[config.mk]
export PLATFORM = sky130hd
export DESIGN_NAME = flags_stack_unit
export DESIGN_NICKNAME = d
export VERILOG_FILES = /design/src/rtl/flags_stack_unit.sv
export SDC_FILE = /design/constraint.sdc
export NUM_CORES = 1
export LEC_CHECK = 0
export CORE_UTILIZATION = 50
export CTS_CLUSTER_SIZE = 20
export DETAILED_ROUTE_END_ITERATION = 8
export GPL_TIMING_DRIVEN = 1
export PLACE_DENSITY = 0.85
export SYNTH_ARGS = -nofsm -noshare
export SYNTH_HDL_FRONTEND = slang
export SYNTH_SLANG_ARGS = --single-unit
export TNS_END_PERCENT = 20
[constraint.sdc]
create_clock -name clk -period 3.6 [get_ports clk]
set_input_delay 0.72 -clock clk [delete_from_list [all_inputs] [get_ports clk]]
set_output_delay 0.72 -clock clk [all_outputs]
set_load 0.02 [all_outputs]
[src/rtl/flags_stack_unit.sv]
// NZCV status-flag register with a LIFO flag stack for interrupt context save/restore.
// Optional FLAGS_DIRECT_WR_EN adds a direct flag load port (flags_wr/flags_din).
module flags_stack_unit #(
    parameter int unsigned WIDTH       = 12,
    parameter int unsigned STACK_DEPTH = 4,
    parameter logic [3:0]  OP_ADD      = 4'b1001,
    parameter logic [3:0]  OP_SUB      = 4'b1010,
    parameter logic [3:0]  OP_CMP      = 4'b0100,
    parameter logic [3:0]  OP_AND      = 4'b1000
) (
    input  logic                                 clk,
    input  logic                                 rst,
    input  logic                                 flag_we,
    input  logic [3:0]                           opcode,
    input  logic [WIDTH-1:0]                     op1,
    input  logic [WIDTH-1:0]                     op2,
    input  logic [WIDTH-1:0]                     result,
    input  logic                                 push,
    input  logic                                 pop,
    input  logic                                 err_clr,
`ifdef FLAGS_DIRECT_WR_EN
    input  logic                                 flags_wr,
    input  logic [3:0]                           flags_din,
`endif
    output logic                                 N,
    output logic                                 Z,
    output logic                                 C,
    output logic                                 V,
    output logic [$clog2(STACK_DEPTH+1)-1:0]     stk_count,
    output logic                                 stk_full,
    output logic                                 stk_empty,
    output logic                                 stk_err
);

    localparam int unsigned CW  = $clog2(STACK_DEPTH + 1);
    localparam int unsigned IW  = (STACK_DEPTH > 1) ? $clog2(STACK_DEPTH) : 1;
    localparam int unsigned MSB = WIDTH - 1;

    typedef struct packed {
        logic n;
        logic z;
        logic c;
        logic v;
    } nzcv_t;

    nzcv_t          flags_q;
    nzcv_t          flags_d;
    nzcv_t          alu_flags;
    nzcv_t          stack_q [STACK_DEPTH];
    logic [CW-1:0]  count_q;
    logic [CW-1:0]  count_d;
    logic           err_q;
    logic           err_d;
    logic           op_match;
    logic [WIDTH:0] add_sum;
    logic           full;
    logic           empty;
    logic           push_ok;
    logic           pop_only;
    logic           pop_ok;
    logic           err_set;
    logic [IW-1:0]  push_idx;
    logic [IW-1:0]  pop_idx;

    assign full  = (count_q == CW'(STACK_DEPTH));
    assign empty = (count_q == '0);

    // Candidate flags from the ALU operands; C/V hold for logical ops.
    always_comb begin
        alu_flags   = flags_q;
        op_match    = 1'b0;
        add_sum     = {1'b0, op1} + {1'b0, op2};
        alu_flags.n = result[MSB];
        alu_flags.z = (result == '0);
        if (opcode == OP_ADD) begin
            op_match    = 1'b1;
            alu_flags.c = add_sum[WIDTH];
            alu_flags.v = (op1[MSB] == op2[MSB]) && (result[MSB] != op1[MSB]);
        end else if ((opcode == OP_SUB) || (opcode == OP_CMP)) begin
            op_match    = 1'b1;
            alu_flags.c = (op1 >= op2);
            alu_flags.v = (op1[MSB] != op2[MSB]) && (result[MSB] != op1[MSB]);
        end else if (opcode == OP_AND) begin
            op_match    = 1'b1;
        end
    end

    // Stack control: simultaneous push and pop is an error and leaves the stack alone.
    always_comb begin
        push_ok  = push && !pop && !full;
        pop_only = pop && !push;
        pop_ok   = pop_only && !empty;
        err_set  = (push && pop) || (push && !pop && full) || (pop_only && empty);
        push_idx = IW'(count_q);
        pop_idx  = IW'(count_q - CW'(1));
    end

    // Next-state selection: pop beats direct load beats ALU update.
    always_comb begin
        flags_d = flags_q;
        count_d = count_q;
        err_d   = err_q;

        if (pop_only) begin
            if (pop_ok) begin
                flags_d = stack_q[pop_idx];
            end
        end
`ifdef FLAGS_DIRECT_WR_EN
        else if (flags_wr) begin
            flags_d = nzcv_t'(flags_din);
        end
`endif
        else if (flag_we && op_match) begin
            flags_d = alu_flags;
        end

        if (push_ok) begin
            count_d = count_q + CW'(1);
        end else if (pop_ok) begin
            count_d = count_q - CW'(1);
        end

        if (err_set) begin
            err_d = 1'b1;
        end else if (err_clr) begin
            err_d = 1'b0;
        end
    end

    always_ff @(posedge clk) begin
        if (rst) begin
            flags_q <= '0;
            count_q <= '0;
            err_q   <= 1'b0;
        end else begin
            flags_q <= flags_d;
            count_q <= count_d;
            err_q   <= err_d;
        end
    end

    // Stack storage carries no reset; stale entries are never observable.
    always_ff @(posedge clk) begin
        if (!rst && push_ok) begin
            stack_q[push_idx] <= flags_q;
        end
    end

    assign N         = flags_q.n;
    assign Z         = flags_q.z;
    assign C         = flags_q.c;
    assign V         = flags_q.v;
    assign stk_count = count_q;
    assign stk_full  = full;
    assign stk_empty = empty;
    assign stk_err   = err_q;

endmodule
==> flow_summary.toml, run 1 <==
[outcome]
status = "complete, no violations"

[timing]
fin_skew_ns = 0.00847
timing.final.crit_share = 0.790
final-max-slew-violation-count = 0
setup_viol = 0
max_freq_mhz = 351
hold_viol_final = 0
slew_headroom = 0.504
finalHoldWorstSlack_ns = 0.483
min_period_ns = 2.85
rsz0062_at_grt = "false"
tns_ns = 0
worst_pin_slew_ns = 0.739

[synth]
synth_common_cells = "30 x ha_1, 22 x inv_1, 16 x edfxtp_1"
post-synth-top-area-cell = "edfxtp_1"
yosys-top-cells-area = "edfxtp_1 27%, ha_1 21%, dfxtp_1 9.0%"
synth_edf_count = 16
synth_most_common_cell = "ha_1"
ys_types = 41
synth-seq-cells = 24
ys_seq_area_frac = 0.360
synth.avg_cell_area_um2 = 10.2
synth_ff_type = "edfxtp_1"
syn_inst = 175
synth_area_mm2 = 0.00178
yosysTopAreaCellShare = 0.270
yosys_warnings = 0
synth-async-reset-ratio = 0
synth_fp_nets = 251

[routing]
drc = 0
vias = 1503
drt_iter0_drc = 64
wl_met2_mm = 1.83
wl_per_cell_um = 14.0
wirelength_mm = 3.86
first_pass_iters = 4
met3WireLength_um = 327
ant_nets = 0
wl_met1_mm = 1.68
via_per_inst = 5.47
top_layer = "met4"

[worst_setup_path]
path_max_fanout = 8
r2r_end = "stack_q[3][0]"
reg2reg_slack_ns = 0.93
timing.rr.start = "stk_count[0]"
crit_start = "stk_count[0]"
worstPathArrival_ns = 2.13
start_kind = "flip-flop"
cp.required_ns = 2.88
critPathCapture = "stk_empty"
end_kind = "primary output"
worst-setup-path-type = "flip-flop to primary output"
reg2reg_depth = 5

[flow_run]
drv_cap = 0

[floorplan]
num_rows = 21
core_area_mm2 = 0.00336
die_h_um = 61.7
die_area_mm2 = 0.00380
io_pins = 56
initial_utilization = 0.529
die_x_um = 61.7

[cells_and_area]
synthToLayoutAreaGrowth_pct = 34.5
drive_gt1_frac = 0.0524
fin_cells = 275
antenna_cells = 0
nets = 307

[place]
post-place-cells = 272
numPortBuffers = 55
dp_hpwl_mm = 3.10
place.gp.congestion = 0.752

[clocking]
numCtsBuffers = 3
worst_skew_pair.late_latency_ns = 0.32
clkSinkCount = 24
htreeDepth = 1
cts_buffer_depth = 2
cts_resized = 0
post-cts-setup-buffers = 0
clk_pin_slew_ns = 0.12
ctsRootBufferMaster = "clkbuf_4"
cts_tree = "done"
hold_buffers = 0

[pwr]
peakVddDrop_uv = 247
p_leak_nw = 0.983
powerDensity_mw_per_mm2 = 294

[global_route]
antenna_found_initial = 0
track_usage = 0.223
grt_pass1_wl_mm = 6.23
grt_overflow = 0
grt_max_degree = 13
grt_pass1_vias = 1425

[min_path]
hold_class = "flip-flop to flip-flop"
==> kinds of logic (layout without fill, tap and decap cells) <==
kind of cell / Yosys count / in the layout / share of synthesized area
simple gates: 49 / 49 / 0.155
compound gates: 37 / 37 / 0.143
fa+ha+maj: 30 / 30 / 0.211
buf+inv: 26 / 80 / 0.0556
flops: 24 / 24 / 0.360
mux: 5 / 5 / 0.0563
xor+xnor: 4 / 4 / 0.0197
==> worst max-delay path, stage by stage (launching register included) <==
cell and delay [ns]:
dfxtp_1 0.59, inv_1 0.16, ha_1 0.26, ha_1 0.24
clkdlybuf4s50_1 0.56
==> layer usage <==
layer	global-route usage	vias up
met3	0.0441	4
met5	0	-
met4	0.0476	0
li1	-	739
met2	0.384	72
met1	0.291	688
==> state kept, by name, indices dropped and copies added (netlist names) <==
signal and cells:
stk_count 3, V 1, stack_q 16, C 1
Z 1, N 1, stk_err 1
==> worst min path at each step <==
stage,from,endpoint,slack [ns],depth (start not counted)
5_1_grt,stk_err,stk_err,0.54,2
3_5_place_dp,stk_err,stk_err,0.46,2
6_report,stk_err,stk_err,0.48,2
2_1_floorplan,stk_err,stk_err,0.54,2
3_3_place_gp,stk_err,stk_err,0.46,2
4_1_cts,stk_err,stk_err,0.48,2
==> through the flow <==
stage	instance area [um^2]	utilization	power, mW	setup WS [ns]
2_1_floorplan	1780	-	0.474	1.10
3_3_place_gp	2370	0.705	0.584	0.914
3_5_place_dp	2370	0.705	0.588	0.766
4_1_cts	2390	0.712	0.701	0.742
5_1_grt	2390	0.712	0.743	0.622
6_report	2390	0.712	0.703	0.755
==> power breakdown <==
| group | total (mW) | internal (mW) | switching, mW |
|---|---|---|---|
| sequential | 0.328 | 0.310 | 0.0182 |
| combinational | 0.257 | 0.139 | 0.118 |
| clock | 0.118 | 0.0392 | 0.0783 |
| total | 0.703 | 0.488 | 0.215 |
==> layout by cell type (no fill, tap or decap), types with 2 or more instances in the layout <==
cell / Yosys / routed
nor3_1: 4 / 4
dfxtp_1: 8 / 8
nor2_1: 11 / 11
nand2b_1: 4 / 4
nand2_1: 8 / 8
a21oi_1: 11 / 11
xnor2_1: 4 / 4
mux4_2: 4 / 4
edfxtp_1: 16 / 16
clkdlybuf4s50_1: 0 / 55
o211a_1: 2 / 2
and2_1: 4 / 4
a311oi_1: 2 / 2
nor2b_1: 4 / 4
o31ai_1: 2 / 2
clkbuf_4: 0 / 3
nor4_1: 4 / 4
nand4_1: 3 / 3
ha_1: 30 / 30
a21o_1: 3 / 3
inv_1: 22 / 22
a2111oi_0: 2 / 2
o21ai_0: 5 / 5
==> area by class of cell <==
| class | instances | area, um^2 |
|---|---|---|
| inverters | 22 | 82.6 |
| clock buffers | 3 | 22.5 |
| repair buffers | 55 | 551 |
| well taps | 46 | 57.6 |
| multi-input cells | 125 | 1040 |
| fillers | 280 | 970 |
| flip-flops and latches | 24 | 641 |
Note: power is estimated with default switching activity, not from simulation.
==> inputs of run 2 (changes only) <==
--- a/config.mk
+++ b/config.mk
@@ -5,11 +5,11 @@
 export SDC_FILE = /design/constraint.sdc
 export NUM_CORES = 1
 export LEC_CHECK = 0
-export CORE_UTILIZATION = 50
+export CORE_UTILIZATION = 47
 export CTS_CLUSTER_SIZE = 20
 export DETAILED_ROUTE_END_ITERATION = 8
 export GPL_TIMING_DRIVEN = 1
-export PLACE_DENSITY = 0.85
+export PLACE_DENSITY = 0.81
 export SYNTH_ARGS = -nofsm -noshare
 export SYNTH_HDL_FRONTEND = slang
 export SYNTH_SLANG_ARGS = --single-unit
==> constraint.sdc (replaced) <==
create_clock -name clk -period 2.8 [get_ports clk]
set_input_delay 0.56 -clock clk [delete_from_list [all_inputs] [get_ports clk]]
set_output_delay 0.56 -clock clk [all_outputs]
set_load 0.02 [all_outputs]
==> run 2 against run 1 <==
Compared with the run above:
- critical path depth increased by 3
- critical endpoint is now C
- worst hold slack improved by 0.00069 ns
- sequential power increased by 26%
- critical path type is now primary input to flip-flop
- register-to-register slack got worse by 0.33 ns
- combinational power increased by 33%
- clock power increased to 2.5 times the previous value
- flip-flop and latch count unchanged
==> flow_summary.toml, run 2 (synthesis results as in run 1) <==
[clocking]
clkSinkCount = 24
worst_skew_pair.late_latency_ns = 0.26
hold_buffers = 0
ctsRootBufferMaster = "clkbuf_8"
clk_pin_slew_ns = 0.09
cts_buffer_depth = 2
post-cts-setup-buffers = 0
numCtsBuffers = 3
cts_tree = "done"
cts_resized = 0
htreeDepth = 1

[global_route]
grt_max_degree = 15
grt_overflow = 0
antenna_found_initial = 0
grt_pass1_vias = 1470
grt_pass1_wl_mm = 6.09
track_usage = 0.190

[timing]
max_freq_mhz = 424
final-max-slew-violation-count = 0
layout_setup_ws_ns = 0.441
setup_viol = 0
timing.final.crit_share = 0.843
hold_viol_final = 0
fin_skew_ns = 0.00633
tns_ns = 0
rsz0062_at_grt = "false"
worst_pin_slew_ns = 0.430
slew_headroom = 0.706
min_period_ns = 2.36

[place]
preCtsSetupSlack_ns = 0.165
placed_area_mm2 = 0.00239
dp_hpwl_mm = 3.07
numPortBuffers = 55
post-place-cells = 275
place.gp.congestion = 0.763

[floorplan]
die_x_um = 63.5
num_rows = 21
initial_utilization = 0.513
core_area_mm2 = 0.00347
die_h_um = 63.5
io_pins = 56
die_area_mm2 = 0.00404

[cells_and_area]
fin_cells = 279
layout_common_cells = "55 x clkdlybuf4s50_1, 30 x ha_1, 22 x inv_1"
drive_gt1_frac = 0.0687
post-route-util = 0.711
regMostFlops = "stack_q"
largest_register_ffs = 16
antenna_cells = 0
nets = 310
layout.cells.most_common = "clkdlybuf4s50_1"
synthToLayoutAreaGrowth_pct = 38.5
final_cell_area_mm2 = 0.00246

[routing]
vias = 1487
first_pass_iters = 4
wl_per_cell_um = 13.5
drc = 0
ant_nets = 0
wirelength_mm = 3.76
drt_iter0_drc = 66
via_per_inst = 5.33

[pwr]
powerDensity_mw_per_mm2 = 428
p_leak_nw = 1.02
peakVddDrop_uv = 399

[worst_setup_path]
reg2reg_slack_ns = 0.60
path_max_fanout = 4
cp.required_ns = 2.97
worstPathArrival_ns = 2.53
crit_slowest_cell = "or4_1"
start_kind = "primary input"
crit_chain = "clkdlybuf4s50_1 -> inv_1 -> ha_1 -> or4_1 -> a211oi_1 -> nor4_1 -> o32ai_1"
reg2reg_depth = 6
slowest_delay_ns = 0.57
worst-setup-path-type = "primary input to flip-flop"
end_kind = "flip-flop"

[flow_run]
drv_cap = 0

[outcome]
status = "complete, no violations"

[min_path]
hold_class = "flip-flop to flip-flop"
hold_path_depth = 2
==> run 2: path summary, 6_finish.rpt <==
check                                  start             to
worst min register to register       stk_err        stk_err
worst max-delay path                 op2[11]              C
worst max register to register  stk_count[1]  stack_q[2][0]
worst min-delay path                 stk_err        stk_err
==> run 2: critical path: cells and delay by family <==
family	cells	cell delay, ns
buf+inv	2	0.54
fa+ha+maj	1	0.31
compound gates	2	0.50
simple gates	2	0.64
==> run 2: final cells by class <==
class	instances	area, um^2
timing repair buffer	58	573
clock buffer	3	41.3
fill	278	1000
clock inverter	1	30.0
multi-input combinational	125	1040
tap	46	57.6
sequential	24	641
inverter	22	82.6
==> run 2: routing by layer <==
layer / vias to the layer above / wire, um / track usage / share of wire
met5: - / 0 / 0 / 0
met4: 0 / 34 / 0.0369 / 0.0090
met3: 4 / 256 / 0.0489 / 0.068
met2: 56 / 1720 / 0.327 / 0.46
met1: 681 / 1740 / 0.237 / 0.46
li1: 746 / - / - / -
==> run 2: per-stage QoR <==
stage          power [mW]  hold slack [ns]
2_1_floorplan       0.610            0.543
3_3_place_gp        0.757            0.465
3_5_place_dp        0.763            0.467
4_1_cts              1.06            0.483
5_1_grt              1.11            0.501
6_report             1.06            0.484
==> run 2: power breakdown <==
part           switching (mW)  total (mW)  internal, mW
sequential             0.0160       0.414         0.398
clock                   0.109       0.300         0.191
combinational           0.157       0.341         0.184
==> inputs of run 3 (changes only) <==
--- a/config.mk
+++ b/config.mk
@@ -5,11 +5,11 @@
 export SDC_FILE = /design/constraint.sdc
 export NUM_CORES = 1
 export LEC_CHECK = 0
-export CORE_UTILIZATION = 47
+export CORE_UTILIZATION = 42
 export CTS_CLUSTER_SIZE = 20
 export DETAILED_ROUTE_END_ITERATION = 8
 export GPL_TIMING_DRIVEN = 1
-export PLACE_DENSITY = 0.81
+export PLACE_DENSITY = 0.76
 export SYNTH_ARGS = -nofsm -noshare
 export SYNTH_HDL_FRONTEND = slang
 export SYNTH_SLANG_ARGS = --single-unit
==> constraint.sdc (replaced) <==
create_clock -name clk -period 1.9 [get_ports clk]
set_input_delay 0.38 -clock clk [delete_from_list [all_inputs] [get_ports clk]]
set_output_delay 0.38 -clock clk [all_outputs]
set_load 0.02 [all_outputs]
==> run 3 against run 2 <==
Compared with the run above:
- clock power grew 14%
- critical endpoint unchanged
- clock skew shrank 0.0040 ns
- final cell count grew 7.5%
- sequential share of layout area shrank 3.2 points
- cell area grew 15%
- clock-buffer cell count grew 1
- worst hold slack lost 0.011 ns
- non-clock buffer count grew 17
- via count grew 5.1%
- die area grew 12%
==> flow_summary.toml, run 3 (synthesis results as in run 1) <==
[routing]
first_pass_iters = 4
drc = 0
wl_per_cell_um = 14.1
ant_nets = 0
drt_iter0_drc = 91
via_per_inst = 5.21
vias = 1563
wirelength_mm = 4.24

[clocking]
cts_tree = "done"
ctsRootBufferMaster = "clkbuf_8"
clkSinkCount = 24
cts_buffer_depth = 2
worst_skew_pair.late_latency_ns = 0.26
htreeDepth = 1
numCtsBuffers = 3
hold_buffers = 0
clk_pin_slew_ns = 0.08

[cells_and_area]
nets = 327
layout_common_cells = "40 x clkdlybuf4s50_1, 20 x ha_1, 20 x buf_4"
antenna_cells = 0
synthToLayoutAreaGrowth_pct = 59.1
largest_register_ffs = 16
layout.cells.most_common = "clkdlybuf4s50_1"
fillCellCount = 307
drive_gt1_frac = 0.240
post-route-util = 0.702
regMostFlops = "stack_q"

[pwr]
clkPwrFrac = 0.217
p_leak_nw = 1.24
p_seq_frac = 0.389
peakVddDrop_uv = 413
combPwrFrac = 0.394
power_mw = 1.57
p_int_mw = 1.12
p_sw_mw = 0.458
swShare = 0.291
powerDensity_mw_per_mm2 = 556

[timing]
slew_headroom = 0.721
min_period_ns = 1.86
fin_skew_ns = 0.00238
max_freq_mhz = 537
timing.final.crit_share = 0.981
rsz0062_at_grt = "true"
setup_viol = 0
hold_viol_final = 0
worst_pin_slew_ns = 0.417
final-max-slew-violation-count = 0

[worst_setup_path]
end_kind = "flip-flop"
start_kind = "primary input"
crit_slowest_cell = "clkdlybuf4s50_1"
reg2reg_slack_ns = 0.15
cp.required_ns = 2.08
worst-setup-path-type = "primary input to flip-flop"
timing.rr.start = "stk_count[1]"
path_max_fanout = 2
slowest_delay_ns = 0.48
reg2reg_depth = 6
crit_chain = "clkdlybuf4s50_1 -> inv_1 -> ha_1 -> nand4_1 -> a2111oi_4 -> o31ai_1 -> o32ai_1"
r2r_end = "stack_q[2][0]"
worstPathArrival_ns = 2.04

[global_route]
grt_pass1_wl_mm = 6.21
grt_max_degree = 14
top_usage_layer = "met2"
grt_pass1_vias = 1454
grt_use_met1 = 0.240
use_met2 = 0.303
grt_overflow = 0
antenna_found_initial = 0
track_usage = 0.183
use_met3 = 0.0342

[flow_run]
drv_cap = 0

[floorplan]
die_x_um = 67.1
core_area_mm2 = 0.00403
initial_utilization = 0.442
die_h_um = 67.1
num_rows = 23
die_area_mm2 = 0.00450
io_pins = 56

[min_path]
worstHoldStart = "stk_err"
min_to = "stk_err"
hold_class = "flip-flop to flip-flop"
hold_path_depth = 2

[place]
dp_hpwl_mm = 3.27
place.gp.congestion = 0.787
numPortBuffers = 55

[outcome]
status = "complete, no violations"
[run 3: cell count changes in the layout (fill, tap and decap cells not counted), moves of 2 or more]
cell             before  now
dfxtp_1               8    6
clkdlybuf4s50_1      55   40
inv_1                22   19
ha_4                  0   10
and2_4                0    3
and2_1                4    1
dlygate4sd2_1         0    2
a2111oi_0             2    0
a2111oi_4             0    2
buf_4                 3   20
dlymetal6s2s_1        0   13
ha_1                 30   20
inv_2                 0    2
[run 3: power groups by stage]
stage | sequential, mW | clock [mW] | combinational (mW)
after floorplan | 0.645 | 0 | 0.296
after global placement | 0.624 | 0 | 0.562
after detailed placement | 0.625 | 0 | 0.573
after CTS | 0.613 | 0.354 | 0.575
after global routing | 0.618 | 0.370 | 0.676
final | 0.612 | 0.341 | 0.620
[run 3: final cells by class]
class,count,area (um^2),area share
Clock buffer,4,55.1,0.0195
Sequential cell,24,646,0.228
Tap cell,50,62.6,0.0221
Multi-Input combinational cell,125,1250,0.442
Timing Repair Buffer,75,731,0.258
Inverter,22,85.1,0.0301
[run 3: layer usage]
layer,part of all wire,up-vias
met2,0.48,59
met3,0.064,8
met5,0,-
met4,0.012,0
met1,0.45,715
li1,-,781
[run 3: worst max-delay path by stage]
stage,from,to,slack [ns]
2_1_floorplan,stk_count[0],stack_q[0][0],-0.05
3_3_place_gp,op1[0],C,-0.45
3_5_place_dp,op2[11],C,-0.47
4_1_cts,op2[11],C,-0.13
5_1_grt,op2[8],C,-0.07
6_report,op2[4],C,0.04
[run 3: what timing repair did]
action / in CTS / in global routing
gates resized for setup: 5 / 32
buffers inserted: 0 / 0
endpoints found under the setup margin: 7 / 18
pin swaps: 1 / 9
[run 3: critical path: cells and delay by family]
kind	cells	cell delay [ns]
simple gates	1	0.16
compound gates	3	0.67
buf+inv	2	0.53
fa+ha+maj	1	0.30
[run 3: stage by stage]
stage	hold WS (ns)	instance area, um^2	cells	setup TNS, ns	setup slack, ns
6_report	0.473	2830	300	0	0.0361
5_1_grt	0.517	2830	300	-0.0736	-0.0672
4_1_cts	0.480	2650	300	-0.132	-0.132
3_5_place_dp	0.461	2580	296	-2.71	-0.472
3_3_place_gp	0.464	2580	296	-2.04	-0.452
2_1_floorplan	0.543	1850	175	-0.854	-0.0546
